`config.mk`:
```
export PLATFORM = sky130hd
export DESIGN_NAME = bram_prog_loader
export DESIGN_NICKNAME = d
export VERILOG_FILES = /design/src/rtl/bram_prog_loader.sv
export SDC_FILE = /design/constraint.sdc
export NUM_CORES = 1
export LEC_CHECK = 0
export BUFFER_PORTS_ARGS = -buffer_cell sky130_fd_sc_hd__buf_2
export CAP_MARGIN = 20
export CORE_MARGIN = 5
export CORE_UTILIZATION = 44
export DETAILED_ROUTE_END_ITERATION = 6
export PLACE_DENSITY_LB_ADDON = 0.1
export SLEW_MARGIN = 30
export SYNTH_ARGS = -nofsm -noshare
export SYNTH_HDL_FRONTEND = slang
export SYNTH_SLANG_ARGS = --single-unit
```
`constraint.sdc`:
```
create_clock -name ap_clk -period 1.7 [get_ports ap_clk]
set_input_delay 0.085 -clock ap_clk [delete_from_list [all_inputs] [get_ports ap_clk]]
set_output_delay 0.085 -clock ap_clk [all_outputs]
set_load 0.01 [all_outputs]
```
`src/rtl/bram_prog_loader.sv`:
```
// Purpose : loads a length-prefixed little-endian word stream into the program BRAM and holds the CPU in reset until the load succeeds.
// Latency : one bram_we pulse the cycle after each 4th payload byte; done/error rise the cycle after the closing byte or header.
// Backpressure: s_ready is high for the whole load (header..CHK), so the stream can run at 1 byte/clk; s_valid gaps just stall.
//
// Ports:
//   ap_clk, ap_rst_n           clock, asynchronous active-low reset
//   load_req                   1-cycle pulse; starts a load from IDLE/DONE/ERROR
//   s_data/s_valid/s_ready     byte stream, transfer on s_valid & s_ready
//   bram_we/addr/wdata         full-word BRAM write port
//   cpu_rst                    active-high CPU reset, released only on success
//   busy/done/error/err_code   status (done/error sticky; err_code 1=length, 2=checksum)
//   words_loaded               words written by the current or last load
//
// Build option: define LOADER_CHECKSUM_EN to require a trailing XOR checksum byte.
module bram_prog_loader #(
   parameter int ADDR_W    = 10,
   parameter int HDR_BYTES = 2
) (
   input  logic              ap_clk,
   input  logic              ap_rst_n,
   input  logic              load_req,
   input  logic [7:0]        s_data,
   input  logic              s_valid,
   output logic              s_ready,
   output logic              bram_we,
   output logic [ADDR_W-1:0] bram_addr,
   output logic [31:0]       bram_wdata,
   output logic              cpu_rst,
   output logic              busy,
   output logic              done,
   output logic              error,
   output logic [1:0]        err_code,
   output logic [ADDR_W:0]   words_loaded
);

   if (HDR_BYTES != 2) begin : g_hdr_bad
      $error("bram_prog_loader: HDR_BYTES must be 2");
   end

   typedef enum logic [2:0] {
      S_IDLE, S_LEN_LO, S_LEN_HI, S_DATA, S_CHK, S_DONE, S_ERROR
   } state_t;

   localparam int unsigned MAX_WORDS = 1 << ADDR_W;

   // State entered once the payload (or an empty header) has been consumed.
`ifdef LOADER_CHECKSUM_EN
   localparam state_t S_POST = S_CHK;
`else
   localparam state_t S_POST = S_DONE;
`endif

   state_t            r_state, w_next;
   logic [7:0]        r_len_lo;
   logic [15:0]       r_len;
   logic [1:0]        r_lane;
   logic [23:0]       r_asm;
   logic              r_we;
   logic [ADDR_W-1:0] r_addr;
   logic [31:0]       r_wdata;
   logic              r_cpu_rst, r_done, r_error;
   logic [1:0]        r_err_code;
   logic [ADDR_W:0]   r_words;
`ifdef LOADER_CHECKSUM_EN
   logic [7:0]        r_chk;
`endif

   logic              w_acc, w_start, w_len_ovf, w_last_word;
   logic [15:0]       w_len;
   logic [ADDR_W:0]   w_words_inc;

   assign s_ready      = (r_state == S_LEN_LO) || (r_state == S_LEN_HI) ||
                         (r_state == S_DATA)   || (r_state == S_CHK);
   assign busy         = s_ready;
   assign w_acc        = s_valid && s_ready;
   assign w_start      = load_req && ((r_state == S_IDLE) || (r_state == S_DONE) ||
                                      (r_state == S_ERROR));
   assign w_len        = {s_data, r_len_lo};
   assign w_len_ovf    = 32'(w_len) > MAX_WORDS;
   assign w_words_inc  = r_words + (ADDR_W+1)'(1);
   assign w_last_word  = (r_lane == 2'd3) && (32'(w_words_inc) == 32'(r_len));

   always_ff @(posedge ap_clk or negedge ap_rst_n) begin
      if (!ap_rst_n) r_state <= S_IDLE;
      else           r_state <= w_next;
   end

   always_comb begin
      w_next = r_state;
      case (r_state)
         S_IDLE, S_DONE, S_ERROR: if (load_req) w_next = S_LEN_LO;
         S_LEN_LO: if (w_acc) w_next = S_LEN_HI;
         S_LEN_HI: begin
            if (w_acc) begin
               if (w_len_ovf)          w_next = S_ERROR;
               else if (w_len == 16'd0) w_next = S_POST;
               else                    w_next = S_DATA;
            end
         end
         S_DATA: if (w_acc && w_last_word) w_next = S_POST;
`ifdef LOADER_CHECKSUM_EN
         S_CHK: if (w_acc) w_next = (s_data == r_chk) ? S_DONE : S_ERROR;
`endif
         default: w_next = S_IDLE;
      endcase
   end

   always_ff @(posedge ap_clk or negedge ap_rst_n) begin
      if (!ap_rst_n) begin
         r_len_lo   <= '0;
         r_len      <= '0;
         r_lane     <= '0;
         r_asm      <= '0;
         r_we       <= 1'b0;
         r_addr     <= '0;
         r_wdata    <= '0;
         r_cpu_rst  <= 1'b1;
         r_done     <= 1'b0;
         r_error    <= 1'b0;
         r_err_code <= '0;
         r_words    <= '0;
`ifdef LOADER_CHECKSUM_EN
         r_chk      <= '0;
`endif
      end else begin
         r_we <= 1'b0;
         if (w_start) begin
            r_done     <= 1'b0;
            r_error    <= 1'b0;
            r_err_code <= '0;
            r_words    <= '0;
            r_lane     <= '0;
            r_cpu_rst  <= 1'b1;
`ifdef LOADER_CHECKSUM_EN
            r_chk      <= '0;
`endif
         end
         if (w_acc) begin
            case (r_state)
               S_LEN_LO: r_len_lo <= s_data;
               S_LEN_HI: begin
                  r_len <= w_len;
                  if (w_len_ovf) r_err_code <= 2'd1;
               end
               S_DATA: begin
`ifdef LOADER_CHECKSUM_EN
                  r_chk <= r_chk ^ s_data;
`endif
                  r_lane <= r_lane + 2'd1;
                  case (r_lane)
                     2'd0: r_asm[7:0]   <= s_data;
                     2'd1: r_asm[15:8]  <= s_data;
                     2'd2: r_asm[23:16] <= s_data;
                     default: begin
                        // 4th byte completes the word; the write lands next cycle.
                        r_we    <= 1'b1;
                        r_addr  <= r_words[ADDR_W-1:0];
                        r_wdata <= {s_data, r_asm};
                        r_words <= w_words_inc;
                     end
                  endcase
               end
`ifdef LOADER_CHECKSUM_EN
               S_CHK: if (s_data != r_chk) r_err_code <= 2'd2;
`endif
               default: ;
            endcase
         end
         if ((w_next == S_DONE) && (r_state != S_DONE)) begin
            r_done    <= 1'b1;
            r_cpu_rst <= 1'b0;
         end
         if ((w_next == S_ERROR) && (r_state != S_ERROR)) r_error <= 1'b1;
      end
   end

   assign bram_we      = r_we;
   assign bram_addr    = r_addr;
   assign bram_wdata   = r_wdata;
   assign cpu_rst      = r_cpu_rst;
   assign done         = r_done;
   assign error        = r_error;
   assign err_code     = r_err_code;
   assign words_loaded = r_words;

endmodule

```
[Word level (Yosys, flattened, before mapping)]
Index checks and enable logic that the tools add are counted.
Operators by class
  mux-type cells: 26
  multipliers: 0
  bitwise operators: 1
  $add $sub $neg: 2
  divide/modulo/power cells: 0
  magnitude comparators: 1
  reduce and logical (&&, ||, !) cells: 24
  shift operators: 0
  equal/unequal tests: 14
Operators with widths (count)
  two-way mux 11 bit: 4
  two-way mux 3 bit: 6
  equality test 11 x 16 -> 1 bit: 1
  > comparator 16 x 11 -> 1 bit (second input constant): 1
  logical NOT 16 bit: 1
  equality test 3 bit (second input constant): 5
  two-way mux 2 bit: 7
  one-hot mux 3 bit (4 select lines): 1
  AND reduction 3 bit: 4
  adder 11 x 1 -> 11 bit (second input constant): 1
  two-way mux 1 bit: 8
  equality test 3 x 2 -> 1 bit (second input constant): 2
  logical AND 1 bit: 6
  inequality test 3 bit (second input constant): 2
  OR reduction 3 bit: 2
  logical OR 1 bit: 5
  equality test 2 bit (second input constant): 2
  AND reduction 2 bit: 2
  nonzero test 2 bit: 2
  equality test 3 x 1 -> 1 bit (second input constant): 1
  logical NOT 3 bit: 1
  adder 2 x 1 -> 2 bit (second input constant): 1
  equality test 2 x 1 -> 1 bit (second input constant): 1
  logical NOT 2 bit: 1
  inverter 1 bit: 1
Word-level totals
  bits in latches: 0
  bits in writable memories: 0
  register bits after elaboration: 112
  ROM bits: 0
  memories: 0
  output and inout port bits: 61
  bits of input ports: 12

[Longest topological paths before layout]
  word-level depth: 11
  mapped depth: 9
  gate-level depth less buffers: 7

[Worst setup path before layout]
No wires, ideal clock.
  path kind: flip-flop to flip-flop
  start: reg r_words[0] (netlist: words_loaded[0])
  end: reg r_state[2]
  buffers on the path: 0
  cell stages (with the launch flop): 8
  data arrival time: 1.869 ns
  period minus slack after synthesis: 1.935 ns
  setup slack: -0.235 ns
  cells stage by stage: dfrtp_1 ha_1 and2_1 o21ai_1 o31ai_1 a221o_1 nor4_4 nand2b_1
On the way
  cells in the longest elaborated chain, start to end: 6
Ends and longest elaborated chain
  start: declaration: RTL line 63  | logic [ADDR_W:0] r_words;
  start signal: assignment: RTL line 159  | r_words <= w_words_inc;
  adder 11 x 1 -> 11 bit: RTL line 80  | assign w_words_inc = r_words + (ADDR_W+1)'(1);
  equality test 11 x 16 -> 1 bit: RTL line 81  | assign w_last_word = (r_lane == 2'd3) && (32'(w_words_inc) == 32'(r_len));
  logical AND 1 bit: RTL line 81
  logical AND 1 bit: RTL line 100  | S_DATA: if (w_acc && w_last_word) w_next = S_POST;
  two-way mux 3 bit: RTL line 100
  one-hot mux 3 bit (4 select lines): RTL line 90  | case (r_state)
  net w_next[2]: RTL line 53  | state_t r_state, w_next;
  end signal: assignment: RTL line 85  | else r_state <= w_next;
  end: declaration: RTL line 53
The timed path passes the listed nets, and every way through them passes these cells.
A chain may end at the register's enable or synchronous reset.

[Final worst setup path]
Ends and elaborated chain as after synthesis.

==> impl_metrics.csv <==
group,metric,value,unit
outcome,status,"complete, but fails checks",
outcome,violations,"negative setup slack",
timing,finalMaxSlewViolations,0,
logic_synthesis,synth.area.top_cells,"dfrtp_1 56%, mux2_2 11%, nand2_1 7.3%",
drt,drc,0,
place,io_buffers,72,
global_routing,grt_pass1_vias,3723,
logic_synthesis,synthesis.area,0.00495,mm^2
critical_path,crit_path_end_kind,"flip-flop",
global_routing,grt_max_degree,43,
drt,drtPass1Iterations,4,
critical_path,cp-start-kind,"flip-flop",
critical_path,arrival,2130,ps
critical_path,cp-startpoint,"words_loaded[0]$_DFF_PN0_",
pwr,power_frac_comb,30.8,%
global_routing,antenna_found_initial,0,
timing,clock_skew,9.13,ps
timing,max_freq,0.542,GHz
timing,setup-violations-final,4,
drt,wl_per_cell,16.6,um
critical_path,timing.rr.start,"words_loaded[0]$_DFF_PN0_",
timing,fin_crit,1850,ps
floorplan,fp.dieW,116,um
logic_synthesis,synth-edff-count,0,
pwr,switchingPower,2.71,mW
clock_network,cts_buffer_depth,2,
logic_synthesis,synth_fp_nets,455,
min_path,min_path_type,"input port to flip-flop",
floorplan,ios,73,
place,gp_congestion,0.876,
logic_synthesis,yosysWarnings,0,
floorplan,start_util,45.3,%
floorplan,core_area,0.0109,mm^2
layout,fin_nets,582,
pwr,p_seq_share,44.8,%
pwr,cellPowerDensity,1340,mW/mm^2
logic_synthesis,synthCells,437,
floorplan,num_rows,38,
timing,rsz0062_at_grt,"true",
critical_path,cp.required,1990,ps
drt,vias,3635,
flow_run,maxCapViolCount,0,
global_routing,grt.overflow.total,0,
min_path,hold-path-cell-count,2,
min_path,min_from,"s_data[6]",
timing,tightestPinTransition,440,ps
place,place_ws,-172,ps
drt,ant_nets,0,
floorplan,die_h,116,um
layout,stdcell_area,0.00643,mm^2
place,placed_cells,691,
layout,final_core_util,58.8,%
clock_network,clock_latency,350,ps
timing,slew_headroom,70.7,%
critical_path,r2r_slack,-150,ps
pwr,intPower,5.88,mW
drt,drt-initial-drc-count,147,
logic_synthesis,ys_seq_area_share,56.6,%
pwr,clkPwrFrac,24.3,%
clock_network,clkSinkCount,112,
clock_network,clk_pin_slew,80,ps
layout,final_cell_mix,"109 x dfrtp_1, 93 x nand2_1, 71 x buf_2, 54 x buf_4, 49 x mux2_2",
critical_path,critPathKind,"flip-flop to flip-flop",
clock_network,cts_tree,"built",
layout,drive_gt1_share,41.3,%
timing,setup_tns,-467,ps
critical_path,cpPeakStageDelay,440,ps
layout,layout_commonest_cell,"dfrtp_1",
drt,drt-vias-per-instance,5.13,
critical_path,critPathMaxFanout,4,
global_routing,grt_first_pass_wirelength,19400,um
critical_path,reg2regPathDepth,7,
floorplan,die_area,0.0135,mm^2
critical_path,cp_slowest_cell,"dfrtp_2",
layout,stdcell_count,709,
logic_synthesis,avgSynthCellArea,11.3,um^2
layout,antenna_cells,0,
logic_synthesis,synth_top_area_share,56.1,%
layout,syn_to_final_growth,29.8,%
timing,whs,99.9,ps
timing,period_share,109,%
pwr,vdd_drop_max,0.000587,V
pwr,netSwitchingFraction,31.6,%
clock_network,root_buffer,"clkbuf_16",
critical_path,cp_num_buf_inv,0,
place,hpwl,8680,um
place,placed_area,0.00597,mm^2
critical_path,critPathTopFamily,"simple AND/OR/NAND/NOR gates",
pwr,leakage,3.38,nW
logic_synthesis,async_reset_ff_share,100,%
timing,finalHoldViolations,0,
pwr,p_total,8.59,mW
critical_path,cp_cell_sequence,"ha_4 > xnor2_2 > nand4_1 > and4bb_1 > o211ai_2 > nor4_4 > nand2b_1",
clock_network,cts_htree_levels,3,
global_routing,track_usage,18.7,%
critical_path,cp_num_cells,7,
drt,wl,11800,um
logic_synthesis,yosysTopAreaCell,"dfrtp_1",
logic_synthesis,synth_top_flop_cell,"dfrtp_1",
clock_network,cts_buffers,9,
timing,worst_slack,-146,ps
logic_synthesis,yosysUniqueCellTypes,53,
logic_synthesis,synth_seq_cells,112,
## power by group through the flow
stage	sequential, mW	clock [mW]	combinational, mW
6_report	3.85	2.09	2.65
5_1_grt	3.95	2.26	2.92
4_1_cts	3.85	2.16	2.61
3_5_place_dp	3.88	0	2.57
3_3_place_gp	3.85	0	2.50
2_1_floorplan	3.80	0	1.55
## repair_timing
item                                    4_1_cts  5_1_grt
endpoints found under the hold margin        29        0
hold buffers                                  1        0
gates resized for setup                       8       26
endpoints found under the setup margin       24       82
gates cloned                                  0        0
pin swaps                                     1        1
setup buffers                                 1        0
## cells by family after synthesis
kind of cell    count (synthesis)  share of synthesized area (%)
buf+inv                        28                           2.73
xor+xnor                       12                           2.12
fa+ha+maj                       6                           1.52
flops                         112                           56.6
compound gates                 52                           6.83
simple gates                  160                           15.0
mux                            67                           15.2
## routing by layer
metal / routed length (um) / GRT usage, % / vias to the layer above
met1: 5650 / 26.4 / 1807
li1: - / - / 1759
met4: 172 / 6.03 / 0
met3: 315 / 2.40 / 13
met2: 5630 / 30.3 / 56
met5: 0 / 0 / -
## flip-flops by register name, summed over array words and instances (netlist names), 2 cells and up
register	flops
r_asm	24
bram_addr	10
words_loaded	11
r_state	3
r_len_lo	8
err_code	2
r_lane	2
r_len	16
bram_wdata	32
## worst paths after layout
path	endpoint
setup / recovery	r_state[2]$_DFF_PN0_
hold / removal	bram_wdata[30]$_DFFE_PN0P_
setup reg to reg	r_state[2]$_DFF_PN0_
hold reg to reg	bram_wdata[4]$_DFFE_PN0P_
max in group asynchronous	r_state[0]$_DFF_PN0_
min in group asynchronous	r_asm[9]$_DFFE_PN0P_
## cells in the mapped netlist (2+ instances only)
cell type and count:
dfrtp_1 111, ha_1 6, mux2i_1 2, buf_4 3
buf_2 15, o22ai_1 2, mux2_1 16, nor2_1 15
clkbuf_1 5, xnor2_1 7, nand2_1 96, o41ai_1 2
and2_1 3, nand2b_1 4, mux2_2 49, o21ai_0 5
o32ai_1 2, nor2b_1 3, nor3_1 6, a21o_1 2
a21oi_1 8, o21ai_1 14, nor4_1 4, and3_1 5
xor2_1 5, inv_1 4, nand3_1 11, o21a_1 2
o31ai_1 6
## layout make-up
class	instances	area, um^2
Timing Repair Buffer	139	1000
Inverter	5	18.8
Tap cell	140	175
Multi-Input combinational cell	297	2130
Sequential cell	112	2810
Fill cell	940	4510
Clock inverter	6	58.8
Clock buffer	10	239
Power figures use the tool's default switching activity.
